## config.mk

```make
export PLATFORM = sky130hd
export DESIGN_NAME = ir_fetch_ctrl
export DESIGN_NICKNAME = d
export VERILOG_FILES = /design/src/rtl/ir_ctrl_pkg.sv /design/src/rtl/ir_fetch_ctrl_mem_wait_timer.sv /design/src/rtl/ir_fetch_ctrl.sv
export SDC_FILE = /design/constraint.sdc
export NUM_CORES = 1
export LEC_CHECK = 0
export ABC_AREA = 1
export CAP_MARGIN = 10
export CELL_PAD_IN_SITES_DETAIL_PLACEMENT = 0
export CELL_PAD_IN_SITES_GLOBAL_PLACEMENT = 1
export CORE_MARGIN = 1.5
export CORE_UTILIZATION = 31
export CTS_BUF_LIST = sky130_fd_sc_hd__clkbuf_4
export DETAILED_ROUTE_END_ITERATION = 12
export PLACE_DENSITY_LB_ADDON = 0.1
export SETUP_SLACK_MARGIN = 0.05
export SLEW_MARGIN = 25
export SYNTH_ARGS = -nofsm -noshare
export SYNTH_HDL_FRONTEND = slang
export SYNTH_SLANG_ARGS = --single-unit
```

## constraint.sdc

```tcl
create_clock -name clk -period 1.5 [get_ports clk]
set_input_delay 0.15 -clock clk [delete_from_list [all_inputs] [get_ports clk]]
set_output_delay 0.15 -clock clk [all_outputs]
set_load 0.01 [all_outputs]
```

## src/rtl/ir_ctrl_pkg.sv

```systemverilog
// Shared types for the IR fetch/decode/execute sequencer: opcodes, FSM states
// and instruction field positions.
package ir_ctrl_pkg;

  typedef enum logic [2:0] {
    OP_NOP = 3'b000,
    OP_LDA = 3'b001,
    OP_STA = 3'b010,
    OP_ADD = 3'b011,
    OP_JMP = 3'b100,
    OP_JZ  = 3'b101,
    OP_RSV = 3'b110,
    OP_HLT = 3'b111
  } opcode_t;

  typedef enum logic [2:0] {
    ST_IDLE   = 3'd0,
    ST_FETCH  = 3'd1,
    ST_DECODE = 3'd2,
    ST_EXEC   = 3'd3,
    ST_HALT   = 3'd4,
    ST_FAULT  = 3'd5
  } state_t;

  localparam int OPC_MSB = 7;
  localparam int OPC_LSB = 5;
  localparam int OPD_LSB = 0;

endpackage

```

## src/rtl/ir_fetch_ctrl_mem_wait_timer.sv

```systemverilog
// Clearable saturating wait-state counter; timeout_o flags the last wait cycle
// in which an acknowledge is still accepted.
module mem_wait_timer #(
  parameter int TIMEOUT = 15
) (
  input  logic clk,
  input  logic reset,
  input  logic clear_i,
  input  logic inc_i,
  output logic timeout_o
);

  localparam int CW = $clog2(TIMEOUT + 1);

  logic [CW-1:0] count_q, count_d;

  always_comb begin
    count_d = count_q;
    if (clear_i) begin
      count_d = '0;
    end else if (inc_i && (count_q != CW'(TIMEOUT))) begin
      count_d = count_q + CW'(1);
    end
  end

  always_ff @(posedge clk) begin
    if (reset) begin
      count_q <= '0;
    end else begin
      count_q <= count_d;
    end
  end

  // Count equals the 0-based wait cycle index, so TIMEOUT-1 is the final chance.
  assign timeout_o = (count_q >= CW'(TIMEOUT - 1));

endmodule

```

## src/rtl/ir_fetch_ctrl.sv

```systemverilog
// Fetch/decode/execute sequencer: owns the PC, runs the memory req/ack
// handshake, strobes the IR and accumulator, and reports halt/timeout fault.
module ir_fetch_ctrl
  import ir_ctrl_pkg::*;
#(
  parameter int ADDR_W   = 5,
  parameter int DATA_W   = 8,
  parameter int RESET_PC = 0,
  parameter int TIMEOUT  = 15
) (
  input  logic              clk,
  input  logic              reset,
  input  logic              run,
  output logic              mem_req,
  output logic [ADDR_W-1:0] mem_addr,
  output logic              mem_we,
  input  logic              mem_ack,
  output logic              ir_load,
  input  logic [DATA_W-1:0] ir_q,
  output logic              acc_load,
  output logic              alu_sel,
  input  logic              acc_zero,
  output logic [ADDR_W-1:0] pc,
  output logic              halted,
  output logic              fault,
  output logic [2:0]        state_dbg
);

  state_t            state_q, state_d;
  logic [ADDR_W-1:0] pc_q, pc_d;
  logic              mem_req_q, mem_req_d;
  logic              ack, timed_out;
  opcode_t           opcode;
  logic [ADDR_W-1:0] operand;

  assign opcode  = opcode_t'(ir_q[OPC_MSB:OPC_LSB]);
  assign operand = ir_q[OPD_LSB +: ADDR_W];

  // Handshake: mem_req rises with addr/we and all three hold until the cycle
  // mem_ack is seen high; an ack while mem_req is low carries no meaning.
  assign ack = mem_ack & mem_req_q;

  always_comb begin
    state_d  = state_q;
    pc_d     = pc_q;
    ir_load  = 1'b0;
    acc_load = 1'b0;
    alu_sel  = 1'b0;
    case (state_q)
      ST_IDLE: begin
        if (run) state_d = ST_FETCH;
      end
      ST_FETCH: begin
        if (ack) begin
          ir_load = 1'b1;
          pc_d    = pc_q + ADDR_W'(1);
          state_d = ST_DECODE;
        end else if (timed_out) begin
          state_d = ST_FAULT;
        end
      end
      ST_DECODE: begin
        case (opcode)
          OP_LDA, OP_STA, OP_ADD: state_d = ST_EXEC;
          OP_HLT:                 state_d = ST_HALT;
          OP_JMP: begin
            pc_d    = operand;
            state_d = run ? ST_FETCH : ST_IDLE;
          end
          OP_JZ: begin
            if (acc_zero) pc_d = operand;
            state_d = run ? ST_FETCH : ST_IDLE;
          end
          default: state_d = run ? ST_FETCH : ST_IDLE;
        endcase
      end
      ST_EXEC: begin
        if (ack) begin
          acc_load = (opcode == OP_LDA) || (opcode == OP_ADD);
          alu_sel  = (opcode == OP_ADD);
          state_d  = run ? ST_FETCH : ST_IDLE;
        end else if (timed_out) begin
          state_d = ST_FAULT;
        end
      end
      ST_HALT:  state_d = ST_HALT;
      ST_FAULT: state_d = ST_FAULT;
      default:  state_d = ST_IDLE;
    endcase
  end

  assign mem_req_d = (state_d == ST_FETCH) || (state_d == ST_EXEC);

  always_ff @(posedge clk) begin
    if (reset) begin
      state_q   <= ST_IDLE;
      pc_q      <= ADDR_W'(RESET_PC);
      mem_req_q <= 1'b0;
    end else begin
      state_q   <= state_d;
      pc_q      <= pc_d;
      mem_req_q <= mem_req_d;
    end
  end

  // Every state change starts a fresh wait window for the next access.
  mem_wait_timer #(
    .TIMEOUT(TIMEOUT)
  ) u_wait_timer (
    .clk      (clk),
    .reset    (reset),
    .clear_i  (state_d != state_q),
    .inc_i    (mem_req_q & ~mem_ack),
    .timeout_o(timed_out)
  );

  assign mem_req   = mem_req_q;
  assign mem_addr  = !mem_req_q ? '0 : ((state_q == ST_EXEC) ? operand : pc_q);
  assign mem_we    = mem_req_q && (state_q == ST_EXEC) && (opcode == OP_STA);
  assign pc        = pc_q;
  assign halted    = (state_q == ST_HALT);
  assign fault     = (state_q == ST_FAULT);
  assign state_dbg = state_q;

endmodule

```

=== After elaboration in Yosys (flattened, before gate mapping) ===
Index checks and enable logic that the tools add are counted.

* Flip-flop bits (word level): 13
* Word-level logic and storage cells: 57
* Input bits: 13

* Order comparisons: 1
* Multiplexer cells: 19
* Bitwise logic cells: 3
* Equality and inequality tests: 18
* Add/subtract/negate cells: 2
* Reductions and logical operators: 10

{| class="wikitable"
|+ Operators by type and width
! cell !! number
|-
| 2-to-1 mux 5 bit || 4
|-
| case mux 5 bit (2 select lines) || 2
|-
| case mux 3 bit (6 select lines) || 1
|-
| equality test 3 x 2 -> 1 bit (second input constant) || 5
|-
| equality test 3 bit (second input constant) || 5
|-
| 2-to-1 mux 3 bit || 4
|-
| equality test 3 x 1 -> 1 bit (second input constant) || 3
|-
| 2-to-1 mux 1 bit || 7
|-
| case mux 3 bit (2 select lines) || 1
|-
| adder 5 x 1 -> 5 bit (second input constant) || 1
|-
| adder 4 x 1 -> 4 bit (second input constant) || 1
|-
| >= comparator 4 bit (second input constant) || 1
|-
| != test 4 bit (second input constant) || 1
|-
| AND reduction 4 bit || 1
|-
| logical AND 1 bit || 3
|-
| zero test 3 bit || 1
|-
| != test 3 x 2 -> 1 bit (second input constant) || 1
|-
| != test 3 bit || 1
|-
| != test 3 bit (second input constant) || 1
|-
| OR reduction 3 bit || 1
|-
| bitwise AND 1 bit || 2
|-
| logical OR 1 bit || 2
|-
| != test 2 bit (second input constant) || 1
|-
| nonzero test 2 bit || 1
|-
| 2 further kinds || 2
|}

=== Depth between registers and ports, before layout ===
* Depth in word-level cells: 6
* Depth in mapped cells: 13
* Depth with buffers taken out: 13

=== Hierarchy ===
Synthesis repeated with hierarchy kept, for this count alone.

* Cell total of the unflattened synthesis: 168
* Area total of the unflattened synthesis: 996.0 um^2

{| class="wikitable"
|+ By module, submodules not included
! module !! instances !! area an instance (um^2) !! cells an instance
|-
| ir_fetch_ctrl || 1 || 749.5 || 137
|-
| mem_wait_timer || 1 || 246.5 || 31
|}

=== Least setup slack after synthesis ===
OpenSTA, ideal clock, no wires.

* Path type: register to register
* Start: reg state_q[1], in the netlist state_dbg[1]
* End: reg u_wait_timer.count_q[2]
* Slack: 0.123 ns
* Cell stages (with the launch flop): 12
* Required time: 1.384 ns
* Arrival time: 1.262 ns
* Cell sequence: dfxtp_1 nand2_1 nor2_4 nand2_4 nand2_2 nand2_2 nand3_1 nand2_1 nand2_1 inv_1 nand2_2 nor2_1

* Cells in the longest elaborated chain, start to end: 5
* Elaborated cells between the ends (all ways): 13
* Classes of those cells: eq/ne: 6; mux: 5; reduce/logical: 2

{| class="wikitable"
|+ Ends and longest elaborated chain
! element !! RTL line !! text
|-
| start, declared || ir_fetch_ctrl.sv:29 || <nowiki>state_t state_q, state_d;</nowiki>
|-
| start signal, assigned || ir_fetch_ctrl.sv:100 || <nowiki>state_q <= state_d;</nowiki>
|-
| 2-to-1 mux 3 bit || ir_fetch_ctrl.sv:58, ir_fetch_ctrl.sv:82 ||
|-
| 2-to-1 mux 3 bit (on tied branches) || ir_fetch_ctrl.sv:78, ir_fetch_ctrl.sv:54 ||
|-
| case mux 3 bit (6 select lines) || ir_fetch_ctrl.sv:49 || <nowiki>case (state_q)</nowiki>
|-
| != test 3 bit (*) || ir_fetch_ctrl.sv:112 || <nowiki>.clear_i (state_d != state_q),</nowiki>
|-
| OR reduction 2 bit (no source line) (*) || n/a ||
|-
| end signal, assigned || ir_fetch_ctrl_mem_wait_timer.sv:30 || <nowiki>count_q <= count_d;</nowiki>
|-
| end, declared || ir_fetch_ctrl_mem_wait_timer.sv:15 || <nowiki>logic [CW-1:0] count_q, count_d;</nowiki>
|}

Every way passes the cells marked *; elsewhere a longest branch is shown, timed or not.
A chain may end at the register's enable or synchronous reset.

=== Final worst setup path ===
* Start: reg state_q[1], in the netlist state_dbg[1]
* End: out alu_sel

* Cells in the longest elaborated chain, start to end: 2

{| class="wikitable"
|+ Ends and longest elaborated chain
! element !! RTL line !! text
|-
| equality test 3 x 2 -> 1 bit || ir_fetch_ctrl.sv:49 ||
|-
| 2-to-1 mux 1 bit || ir_fetch_ctrl.sv:49 ||
|-
| end, declared || ir_fetch_ctrl.sv:21 || <nowiki>output logic alu_sel,</nowiki>
|}

Every way passes these cells.

==> impl_metrics.json <==
{
  "crit_required_ns": 1.35,
  "drt_iter0_markers": 25,
  "synth_fp_nets": 172,
  "pwr_density_cell_mw_per_mm2": 504,
  "drc": 0,
  "critPathArrivalTime_ns": 1.30,
  "p_int_uw": 611,
  "drtPass1Iterations": 4,
  "crit_chain": "nand2_2, nor2_4, buf_6, nand2_4, nor3b_2, buf_2",
  "min_period_ns": 1.45,
  "worstSetupStartpointType": "flop",
  "p_comb_share_pct": 31.8,
  "switching_share_pct": 30.0,
  "die_height_microns": 59.2,
  "grt_max_degree": 9,
  "overflow": 0,
  "rsz0062_at_grt": "yes",
  "clockBufferDepth": 2,
  "wl_mm": 2.87,
  "utilization_pct": 57.1,
  "netlist_area_sq_um": 980,
  "row_count": 20,
  "slew_headroom_pct": 85.9,
  "hp-class": "flop to flop",
  "run_status": "finished, final reports clean",
  "synthCells": 156,
  "pwr-share-seq_pct": 42.2,
  "finalSetupViolations": 0,
  "viasPerCell": 4.52,
  "fin_setup_tns_ns": 0,
  "route.vias.total": 1194,
  "routabilityCongestion": 0.762,
  "path_clk_slew_ns": 0.08,
  "layout_common_cells": "nand2_1, buf_4, inv_1",
  "dp_hpwl_mm": 2.16,
  "detail_route.wl_per_cell_microns": 10.9,
  "critPathSlowestCell": "dfxtp_2",
  "drv_cap": 0,
  "hold_viol": 0,
  "cp_num_buf_inv": 2,
  "n_antenna_cell": 0,
  "cts_tree": "done",
  "critPathKind": "flop to output port",
  "avgSynthCellArea_sq_um": 6.28,
  "areaGrowthSynthToFinish_pct": 76.6,
  "die_w_microns": 59.2,
  "final_common_cell": "nand2_1",
  "yosysWarningCount": 0,
  "tightest_slew_ns": 0.210,
  "fmax_ghz": 0.692,
  "coreArea_sq_mm": 0.00303,
  "ant_nets": 0,
  "period_share_pct": 96.4,
  "antenna_found_initial": 0,
  "p_sw_uw": 262,
  "ys_ff_latch": 13,
  "final_layout_size_suffix_gt1_share_pct": 44.5,
  "total_power_uw": 873,
  "endpoint_kind": "output port",
  "power.share.clock_pct": 26.0,
  "cts_hold_buf": 0,
  "cts_buffers": 3,
  "initial_utilization_pct": 32.4,
  "first_global_vias": 1104,
  "cp_top_family": "simple AND/OR/NAND/NOR gates",
  "peakVddDrop_mv": 0.374,
  "io_pins": 33,
  "skew_ns": 0.00531,
  "clkSinkCount": 13,
  "htreeDepth": 1,
  "max_stage_delay_ns": 0.34,
  "crit_fanout": 3,
  "slew_viol_final": 0,
  "grt_pass1_wl_mm": 4.77,
  "dieArea_sq_mm": 0.00351,
  "final_nets": 237,
  "root_buffer": "clkbuf_4",
  "ys_seq_area_share_pct": 26.6,
  "portBuffers": 32,
  "track_usage_pct": 17.6,
  "clk_latency_ns": 0.27,
  "yosys.cell_types.count": 24,
  "leakage_nw": 0.873
}
-- per-layer routing --
metal  track usage (%)  vias up  part of all wire (%)
met5                 0        -                     0
met4              2.92        0                  0.91
met3              3.49        4                   3.3
met2              30.8       25                    50
met1              22.5      539                    46
li1                  -      626                     -
-- power by group through the flow --
stage          clock network (mW)  logic (mW)  registers (mW)
5_1_grt                     0.258       0.308           0.369
4_1_cts                     0.234       0.239           0.369
3_5_place_dp                    0       0.236           0.375
2_1_floorplan                   0       0.101           0.387
3_3_place_gp                    0       0.233           0.374
6_report                    0.227       0.278           0.368
-- area by class of cell --
type                            count  area (sq um)
Fill cell                         316          1300
Multi-Input combinational cell    114           728
Timing Repair Buffer               61           527
Sequential cell                    13           275
Inverter                           28           115
Tap cell                           44          55.1
Clock buffer                        4          30.0
-- Yosys cell counts (all sizes together) --
library cell | instances | share of area, %
xor2 | 3 | 2.7
inv | 28 | 11
nor2 | 26 | 12
ha | 3 | 3.8
or2 | 2 | 1.3
a21oi | 11 | 6.0
a221oi | 1 | 0.89
buf | 1 | 1.1
mux2i | 1 | 1.0
nand2 | 35 | 16
dfxtp | 13 | 27
xnor2 | 2 | 1.8
nor3b | 1 | 0.77
nand3 | 9 | 5.1
nand4 | 2 | 1.3
nor3 | 3 | 1.5
o21ai | 15 | 7.7
-- worst paths after layout --
check / to / startpoint / cells past startpoint / slack, ns
worst max-delay path: alu_sel / state_dbg[1]$_SDFF_PP0_ / 6 / 0.05
worst min-delay path: pc[2]$_SDFFE_PP0P_ / pc[2]$_SDFFE_PP0P_ / 2 / 0.50
worst max register to register: u_wait_timer.count_q[1]$_SDFFE_PP0P_ / state_dbg[1]$_SDFF_PP0_ / 13 / 0.09
worst min register to register: pc[2]$_SDFFE_PP0P_ / pc[2]$_SDFFE_PP0P_ / 2 / 0.50
-- cell families after synthesis --
group,share of synthesized area (%)
muxes,1.02
xor gates and xnor gates,4.47
AOI/OAI and AO/OA,14.6
buffers and inverters,11.9
and+or+nand+nor,37.7
DFF,26.6
adders and majority gates,3.83
-- worst reg2reg max path: cells and delay by family (launching register included) --
kind | cells | cell delay [ns]
and+or+nand+nor | 10 | 0.68
buffers and inverters | 3 | 0.27
DFF | 1 | 0.34
-- flip-flops by register name (all words and copies together) (netlist names) --
name	flops
u_wait_timer.count_q	4
mem_req	1
state_dbg	3
pc	5
-- per-stage QoR --
| step | hold slack, ns | cell area (sq um) | std cells | setup slack, ns |
|---|---|---|---|---|
| 4_1_cts | 0.491 | 1570 | 262 | -0.0195 |
| 6_report | 0.500 | 1730 | 264 | 0.0540 |
| 5_1_grt | 0.530 | 1730 | 264 | -0.0285 |
| 3_5_place_dp | 0.479 | 1530 | 256 | -0.264 |
| 3_3_place_gp | 0.466 | 1530 | 256 | -0.251 |
| 2_1_floorplan | 0.219 | 980 | 156 | 0.123 |
-- timing repair --
item | in CTS | in global routing
gates cloned | 0 | 0
setup buffers | 2 | 3
gates resized for setup | 62 | 52
setup endpoints to repair | 20 | 23
pin swaps | 4 | 12
Note: power is estimated with default switching activity, not from simulation.
